### config.mk
export PLATFORM = sky130hd
export DESIGN_NAME = divisor_reloj_multicanal
export DESIGN_NICKNAME = d
export VERILOG_FILES = /design/src/rtl/divisor_reloj_multicanal.sv
export SDC_FILE = /design/constraint.sdc
export NUM_CORES = 1
export LEC_CHECK = 0
export ABC_CLOCK_PERIOD_IN_PS = 7900
export CAP_MARGIN = 20
export CORE_MARGIN = 2
export CORE_UTILIZATION = 60
export CTS_CLUSTER_SIZE = 30
export DETAILED_ROUTE_END_ITERATION = 12
export PLACE_DENSITY = 0.88
export REMOVE_ABC_BUFFERS = 1
export SYNTH_ARGS = -nofsm -noshare
export SYNTH_HDL_FRONTEND = slang
export SYNTH_SLANG_ARGS = --single-unit
### constraint.sdc
create_clock -name Clock -period 7.9 [get_ports Clock]
set_input_delay 0.79 -clock Clock [delete_from_list [all_inputs] [get_ports Clock]]
set_output_delay 0.79 -clock Clock [all_outputs]
set_load 0.02 [all_outputs]
### src/rtl/divisor_reloj_multicanal.sv
// divisor_reloj_multicanal: multi-channel programmable clock divider.
// Each channel produces a registered one-cycle wrap strobe (Tick) and an
// LED waveform (Led) whose shape depends on a runtime-loadable mode.
//
// Ports:
//   Clock       in  1      system clock, rising edge
//   Reset       in  1      asynchronous, active-high reset
//   Habilitar   in  1      global count enable (low freezes all counters)
//   CargarCanal in  1      single-cycle load strobe
//   SelCanal    in  SEL_W  channel index for a load
//   Divisor     in  ANCHO  new terminal count for the selected channel
//   Modo        in  2      new mode: 00 off, 01 toggle, 10 pulse, 11 on
//   Led         out CANALES per-channel registered LED output
//   Tick        out CANALES per-channel registered wrap strobe

module divisor_reloj_multicanal #(
    parameter int          CANALES     = 4,
    parameter int          ANCHO       = 26,
    parameter int unsigned DIV_DEFAULT = 24999999,
    parameter int          SEL_W       = (CANALES > 1) ? $clog2(CANALES) : 1
) (
    input  logic               Clock,
    input  logic               Reset,
    input  logic               Habilitar,
    input  logic               CargarCanal,
    input  logic [SEL_W-1:0]   SelCanal,
    input  logic [ANCHO-1:0]   Divisor,
    input  logic [1:0]         Modo,
    output logic [CANALES-1:0] Led,
    output logic [CANALES-1:0] Tick
);

    // Reset terminal count, truncated to the counter width.
    localparam logic [ANCHO-1:0] LIM_RST = ANCHO'(DIV_DEFAULT);
    localparam logic [ANCHO-1:0] UNO     = ANCHO'(1);

    localparam logic [1:0] M_OFF = 2'b00;
    localparam logic [1:0] M_TOG = 2'b01;
    localparam logic [1:0] M_PUL = 2'b10;
    localparam logic [1:0] M_ON  = 2'b11;

    // A load naming a channel that does not exist is dropped here, so no
    // channel ever sees it.
    logic carga_valida;
    assign carga_valida = CargarCanal && (32'(SelCanal) < 32'(CANALES));

    for (genvar g = 0; g < CANALES; g++) begin : g_canal
        logic [ANCHO-1:0] limite;
        logic [ANCHO-1:0] contador;
        logic [ANCHO-1:0] contador_d;
        logic [1:0]       modo;
        logic             led_q;
        logic             led_d;
        logic             tick_q;
        logic             tick_d;
        logic             carga;
        logic             wrap;

        assign carga = carga_valida && (32'(SelCanal) == 32'(g));

        // Equality wrap keeps contador <= limite; with limite at the
        // all-ones value the wrap still lands on zero.
        assign wrap = (contador == limite);

        // Free-running behaviour; a load overrides it in the register.
        always_comb begin
            contador_d = contador;
            tick_d     = 1'b0;
            led_d      = led_q;
            if (Habilitar) begin
                tick_d     = wrap;
                contador_d = wrap ? '0 : contador + UNO;
                case (modo)
                    M_OFF:   led_d = 1'b0;
                    M_TOG:   led_d = led_q ^ wrap;
                    M_PUL:   led_d = wrap;
                    M_ON:    led_d = 1'b1;
                    default: led_d = 1'b0;
                endcase
            end
        end

        always_ff @(posedge Clock or posedge Reset) begin
            if (Reset) begin
                limite   <= LIM_RST;
                modo     <= M_TOG;
                contador <= '0;
                led_q    <= 1'b0;
                tick_q   <= 1'b0;
            end else if (carga) begin
                // Load wins over a coincident wrap and emits no Tick.
                limite   <= Divisor;
                modo     <= Modo;
                contador <= '0;
                tick_q   <= 1'b0;
                led_q    <= (Modo == M_ON);
            end else begin
                contador <= contador_d;
                tick_q   <= tick_d;
                led_q    <= led_d;
            end
        end

        assign Led[g]  = led_q;
        assign Tick[g] = tick_q;
    end

endmodule

==> results of run 1 <==
sequential cells by signal, indices dropped and copies added (netlist names):
register / count
g_canal.led_q: 4
g_canal.limite: 104
g_canal.modo: 8
g_canal.tick_q: 4
g_canal.contador: 104
cell usage in the layout, fill, tap and decap left out, types with 9 or more instances in the layout:
cell,instances
clkbuf_16,26
nand2_1,309
dfstp_2,72
nor3_1,20
buf_4,10
and3_1,19
and4_1,11
nand3_1,42
mux2_2,29
xor2_1,92
a21oi_1,9
nand4_1,44
nor2_1,113
xnor2_1,105
clkdlybuf4s50_1,41
dfrtp_1,152
power by group through the flow:
stage / Sequential, W / Combinational [W] / Clock, W
after floorplan: 0.00144 / 0.000277 / 0
after global placement: 0.00146 / 0.000371 / 0
after detailed placement: 0.00147 / 0.000391 / 0
after CTS: 0.00146 / 0.000403 / 0.00133
after global routing: 0.00148 / 0.000446 / 0.00138
final: 0.00146 / 0.000404 / 0.00132
per-layer routing:
layer / part of all wire, % / vias up
met5: 0 / -
met2: 47 / 420
met4: 4.2 / 0
li1: - / 3832
met3: 8.3 / 75
met1: 40 / 4136
cell families (layout without fill, tap and decap cells):
family | count (synthesis) | count (layout) | share of synthesized area (%)
xor gates and xnor gates | 197 | 197 | 15.6
and+or+nand+nor | 597 | 597 | 24.4
DFF | 224 | 224 | 51.4
adders and majority gates | 4 | 4 | 0.452
muxes | 33 | 33 | 3.31
other | 0 | 2 | 0
AOI/OAI and AO/OA | 37 | 37 | 2.38
buffers and inverters | 60 | 105 | 2.47
metrics by stage:
stage	util (%)	std cells
floorplan	-	1100
global placement	64.4	1380
detailed placement	64.4	1380
CTS	69.7	1424
global route	69.9	1426
finish	69.9	1428
how the worst min path moves through the flow:
stage | end | startpoint | depth (start not counted)
global placement | g_canal[2].limite[0] | g_canal[2].limite[0] | 2
CTS | g_canal[2].limite[12] | g_canal[2].limite[12] | 2
floorplan | g_canal[1].limite[0] | g_canal[1].limite[0] | 2
detailed placement | g_canal[1].limite[13] | g_canal[1].limite[13] | 2
global route | g_canal[2].limite[2] | g_canal[2].limite[2] | 2
finish | g_canal[1].limite[13] | g_canal[1].limite[13] | 2
critical path, cell delays in order:
cell	delay [ps]
clkdlybuf4s50_1	680
and3b_1	280
buf_4	360
o2111ai_2	240
nor4_4	410
nand3_1	140
xor2_1	170
nor2_1	60
cell type report:
class	instances	area [sq um]
Antenna cell	2	5.00
Clock buffer	28	678
Clock inverter	16	264
Fill cell	1269	5420
Inverter	8	37.5
Multi-Input combinational cell	868	5110
Sequential cell	224	5700
Tap cell	229	287
Timing Repair Buffer	53	528
==> run_results.csv, run 1 <==
group,metric,value,unit
status,status,"completed",
setup_path,endpoint,"g_canal[1].contador[25]",
setup_path,critPathKind,"primary input to flip-flop",
grt,grt_max_degree,141,
setup_path,cp-end-kind,"flip-flop",
clock_tree,tritoncts,"built",
sta,fmax,0.364,GHz
sta,fin_ws,5150,ps
die,fp.dieW,140,um
place,io_buffers,41,
synthesis,yosys_warnings,0,
power,peakVddDrop,0.178,mV
sta,hold_viol_final,0,
finish,area_growth_syn_to_layout,13.8,%
synthesis,syn-instance-count,1152,
finish,final_nets,1217,
synthesis,synth.most_common_cell,"nand2_1",
finish,layout-drive-gt1-share,14.8,%
grt,grt_pass1_wl,43700,um
setup_path,r2r_start,"g_canal[2].contador[2]",
power,p_clk_share,41.4,%
sta,tightest_slew,992,ps
synthesis,syn-cell-area,0.0111,sq mm
drt,first_iter_violations,919,
sta,fin_skew,15.8,ps
clock_tree,cts_setup_buffers,0,
power,p_sw_share,26.0,%
synthesis,ys_seq_area_share,51.4,%
synthesis,synth-main-ff-cell,"dfrtp_1",
sta,relSlewSlack,33.8,%
place,dp_hpwl,17500,um
worst_hold_path,hold_class,"flip-flop to flip-flop",
finish,stdcell_area,0.0126,sq mm
grt,gr-usage-all-layers,27.8,%
drt,avgViaCountPerCell,5.93,
setup_path,crit_fanout,33,
setup_path,r2r_slack,5220,ps
synthesis,synth_edf_count,0,
setup_path,crit_required,8290,ps
die,fp.dieH,140,um
power,p_int,0.00235,W
die,io_pins,42,
power,cellPowerDensity,253,mW/mm^2
die,coreArea,0.0180,sq mm
die,rows,49,
clock_tree,cts_root_buf,"clkbuf_16",
sta,min_period,2750,ps
power,switchingPower,0.000828,W
grt,grt-ovfl-total,0,
drt,drt_pass1_iterations,6,
setup_path,crit_start,"SelCanal[0]",
synthesis,synth.distinct_cells,55,
grt,gr-usage-met2,44.4,%
sta,final.setup.tns,0,ps
power,combPwrFrac,12.7,%
clock_tree,ctsHoldBuffers,0,
setup_path,start_kind,"primary input",
clock_tree,post_cts_resized,0,
drt,drc,0,
synthesis,netlist_top_cells_area,"dfrtp_1 34%, dfstp_2 17%, nand2_1 10%, xnor2_1 8.3%, xor2_1 7.3%",
power,p_total,0.00318,W
drt,dr_total_vias,8463,
grt,met3_usage,4.47,%
synthesis,synthTopCellsByCount,"309 x nand2_1, 152 x dfrtp_1, 114 x nor2_1",
clock_tree,cts_sinks,224,
flow_run,cap_viol_max_count,0,
place,place_congestion,0.864,
sta,post-route-period-util,34.8,%
setup_path,ff2ff_path_depth,6,
clock_tree,h-tree-depth,1,
grt,top_usage_layer,"met2",
synthesis,yosys.area.top_type,"dfrtp_1",
synthesis,synth_top_area_share,34.3,%
setup_path,arrival,3130,ps
sta,rsz0062_at_grt,"no",
clock_tree,clk_latency,520,ps
clock_tree,path_clk_slew,60,ps
clock_tree,cts.path.max_buffers,3,
drt,wl_per_cell,18.8,um
sta,setup_violations,0,
power,seqPwrFrac,45.9,%
clock_tree,cts_buffers,24,
die,die_area,0.0196,sq mm
grt,use_met1,38.5,%
die,start_util,61.4,%
synthesis,avgSynthCellArea,9.61,sq um
synthesis,async_reset_ff_share,100,%
grt,grt_antenna_before_repair,1,
drt,finalWirelength,26800,um
grt,grt_pass1_vias,8341,
sta,drv_slew,0,
power,power_leakage,5.70,nW
setup_path,rr_endpoint,"g_canal[2].contador[2]",
drt,ant_nets,0,
sta,whs,465,ps
synthesis,ys_ff_latch,224,
place,pre_cts_ws,4700,ps
place,place_area,0.0116,sq mm
Note: power is estimated with default switching activity, not from simulation.
==> run 2, diff against run 1 <==
ABC_CLOCK_PERIOD_IN_PS = 2500   (was 7900)
CORE_UTILIZATION = 55   (was 60)
PLACE_DENSITY = 0.85   (was 0.88)
clock period = 2.5 ns   (was 7.9 ns; I/O delays follow)
==> run 2 against run 1 <==
- flip-flop and latch count did not move
- power rose to 3.0 times the previous value
- combinational power grew to 3.2 times the previous value
- cell area is 0.60% higher
- core utilization shrank 5.2 points
- sequential share of layout area shrank 0.27 points
- clock power grew to 2.8 times the previous value
- worst setup slack worse by 4800 ps
- sequential power rose to 3.2 times the previous value
- wire length rose by 1.7%
- register-to-register slack worse by 4900 ps
- global-route usage down 2.0 points
- largest cell class unchanged
==> run_results.csv, run 2 (synthesis results as in run 1) <==
group,metric,value,unit
power,p_total,0.00960,W
setup_path,cpLargestDelayFamily,"simple AND/OR/NAND/NOR gates",
die,fp.dieH,146,um
setup_path,worst-path-buf-inv,1,
sta,setup_violations,0,
finish,final_nets,1236,
setup_path,cp_common_cell,"nand4_1",
sta,rsz0062_at_grt,"no",
drt,finalWirelength,27300,um
sta,post-route-period-util,86.8,%
finish,layout-drive-gt1-share,15.7,%
finish,layout_commonest_cell,"nand2_1",
grt,grt_antenna_before_repair,0,
finish,reg_top3,"g_canal.contador: 104 flops, g_canal.limite: 104 flops, g_canal.modo: 8 flops",
clock_tree,cts_root_buf,"clkbuf_16",
setup_path,crit_start,"g_canal[1].contador[17]",
grt,grt_max_degree,63,
sta,hold_viol_final,0,
drt,drt_pass1_iterations,5,
finish,antenna_cells,0,
grt,grt_pass1_wl,43700,um
setup_path,crit_required,2890,ps
clock_tree,h-tree-depth,1,
worst_hold_path,hold_class,"primary input to asynchronous set/reset pin",
setup_path,arrival,2560,ps
clock_tree,ctsHoldBuffers,0,
die,rows,51,
setup_path,r2r_slack,330,ps
setup_path,start_kind,"flip-flop",
place,dp_cells,1438,
clock_tree,cts_buffers,23,
drt,met3_length,1680,um
clock_tree,path_clk_slew,60,ps
setup_path,crit_chain,"xnor2_1 -> nand4_1 -> nor3_1 -> nand4_1 -> o21ai_1 -> buf_4 -> nor2_1",
sta,relSlewSlack,67.1,%
setup_path,r2r_start,"g_canal[1].contador[17]",
grt,grt-ovfl-total,0,
clock_tree,clk_latency,510,ps
setup_path,cp_slowest_cell,"dfrtp_1",
drt,drt-met1-wl,11600,um
die,io_pins,42,
drt,ant_nets,0,
sta,tightest_slew,492,ps
setup_path,critPathKind,"flip-flop to flip-flop",
setup_path,cp-end-kind,"flip-flop",
die,fp.dieW,146,um
flow_run,cap_viol_max_count,0,
clock_tree,tritoncts,"built",
clock_tree,cts.path.max_buffers,3,
setup_path,cpPeakStageDelay,420,ps
drt,first_iter_violations,654,
sta,fmax,0.461,GHz
die,die_area,0.0213,sq mm
place,place_congestion,0.883,
power,power_leakage,5.73,nW
drt,drc,0,
finish,stdcell_count,1479,
grt,grt_pass1_vias,8246,
clock_tree,post_cts_resized,0,
clock_tree,cts_sinks,224,
drt,avgViaCountPerCell,5.69,
finish,post-route-util,64.7,%
clock_tree,cts_setup_buffers,0,
power,peakVddDrop,0.627,mV
finish,area_growth_syn_to_layout,14.5,%
power,cellPowerDensity,757,mW/mm^2
drt,dr_wl_met2,13000,um
sta,drv_slew,0,
die,start_util,56.5,%
place,io_buffers,41,
die,coreArea,0.0196,sq mm
grt,gr-usage-all-layers,25.8,%
sta,fin_skew,16.6,ps
sta,whs,182,ps
drt,dr_total_vias,8414,
status,status,"completed",
place,dp_hpwl,19000,um
sta,min_period,2170,ps
drt,wl_per_cell,18.5,um
drt,top_layer,"met4",
setup_path,ff2ff_path_depth,7,
setup_path,crit_fanout,24,
finish,mostFrequentLayoutCells,"309 x nand2_1, 152 x dfrtp_1, 113 x nor2_1, 105 x xnor2_1, 92 x xor2_1",
setup_path,rr_endpoint,"g_canal[1].contador[21]",
run 2: cell types whose count changed in the layout (fill, tap and decap cells not counted), sizes merged:
cell and change:
clkinvlp +1, diode -2, clkinv -4, bufinv -3
clkbuf +3, buf +20
run 2: metrics by stage:
stage | setup slack [ps] | instance area, sq um | TNS [ps]
3_5_place_dp | 35.1 | 11900 | 0
2_1_floorplan | -3770 | 10800 | -721400
6_report | 330 | 12700 | 0
5_1_grt | 185 | 12700 | 0
3_3_place_gp | 77.5 | 11900 | 0
4_1_cts | 327 | 12700 | 0
run 2: metal layers:
metal / GRT usage (%) / vias up
li1: - / 3871
met1: 35.5 / 4206
met2: 42.1 / 274
met3: 3.61 / 63
met4: 9.36 / 0
met5: 0 / -
run 2: cell type report:
class	count	area [sq um]
inverter	8	37.5
fill	1532	6910
timing repair buffer	73	688
tap	265	332
clock inverter	10	161
sequential	224	5700
clock buffer	31	656
multi-input combinational	868	5110
run 2: worst max-delay path by stage:
stage                              endpoint  slack [ps]  depth (start not counted)
finish              g_canal[1].contador[21]         330                          7
global route        g_canal[1].contador[21]         180                          7
floorplan            g_canal[0].contador[0]       -3770                          1
global placement    g_canal[2].contador[25]          80                          7
detailed placement  g_canal[2].contador[23]          40                          7
CTS                 g_canal[1].contador[21]         330                          7
run 2: power by group:
| part | internal (W) | total, W | leakage (nW) | switching (W) |
|---|---|---|---|---|
| combinational | 0.000611 | 0.00130 | 2.55 | 0.000687 |
| clock | 0.00225 | 0.00370 | 0.392 | 0.00144 |
| sequential | 0.00418 | 0.00460 | 2.79 | 0.000423 |
| total | 0.00704 | 0.00960 | 5.73 | 0.00255 |
run 2: worst register-to-register path, delay by kind of cell, from the launching register on:
| kind | cells | cell delay (ps) |
|---|---|---|
| DFF | 1 | 420 |
| AOI/OAI and AO/OA | 1 | 220 |
| and+or+nand+nor | 4 | 830 |
| buffers and inverters | 1 | 290 |
| xor gates and xnor gates | 1 | 290 |
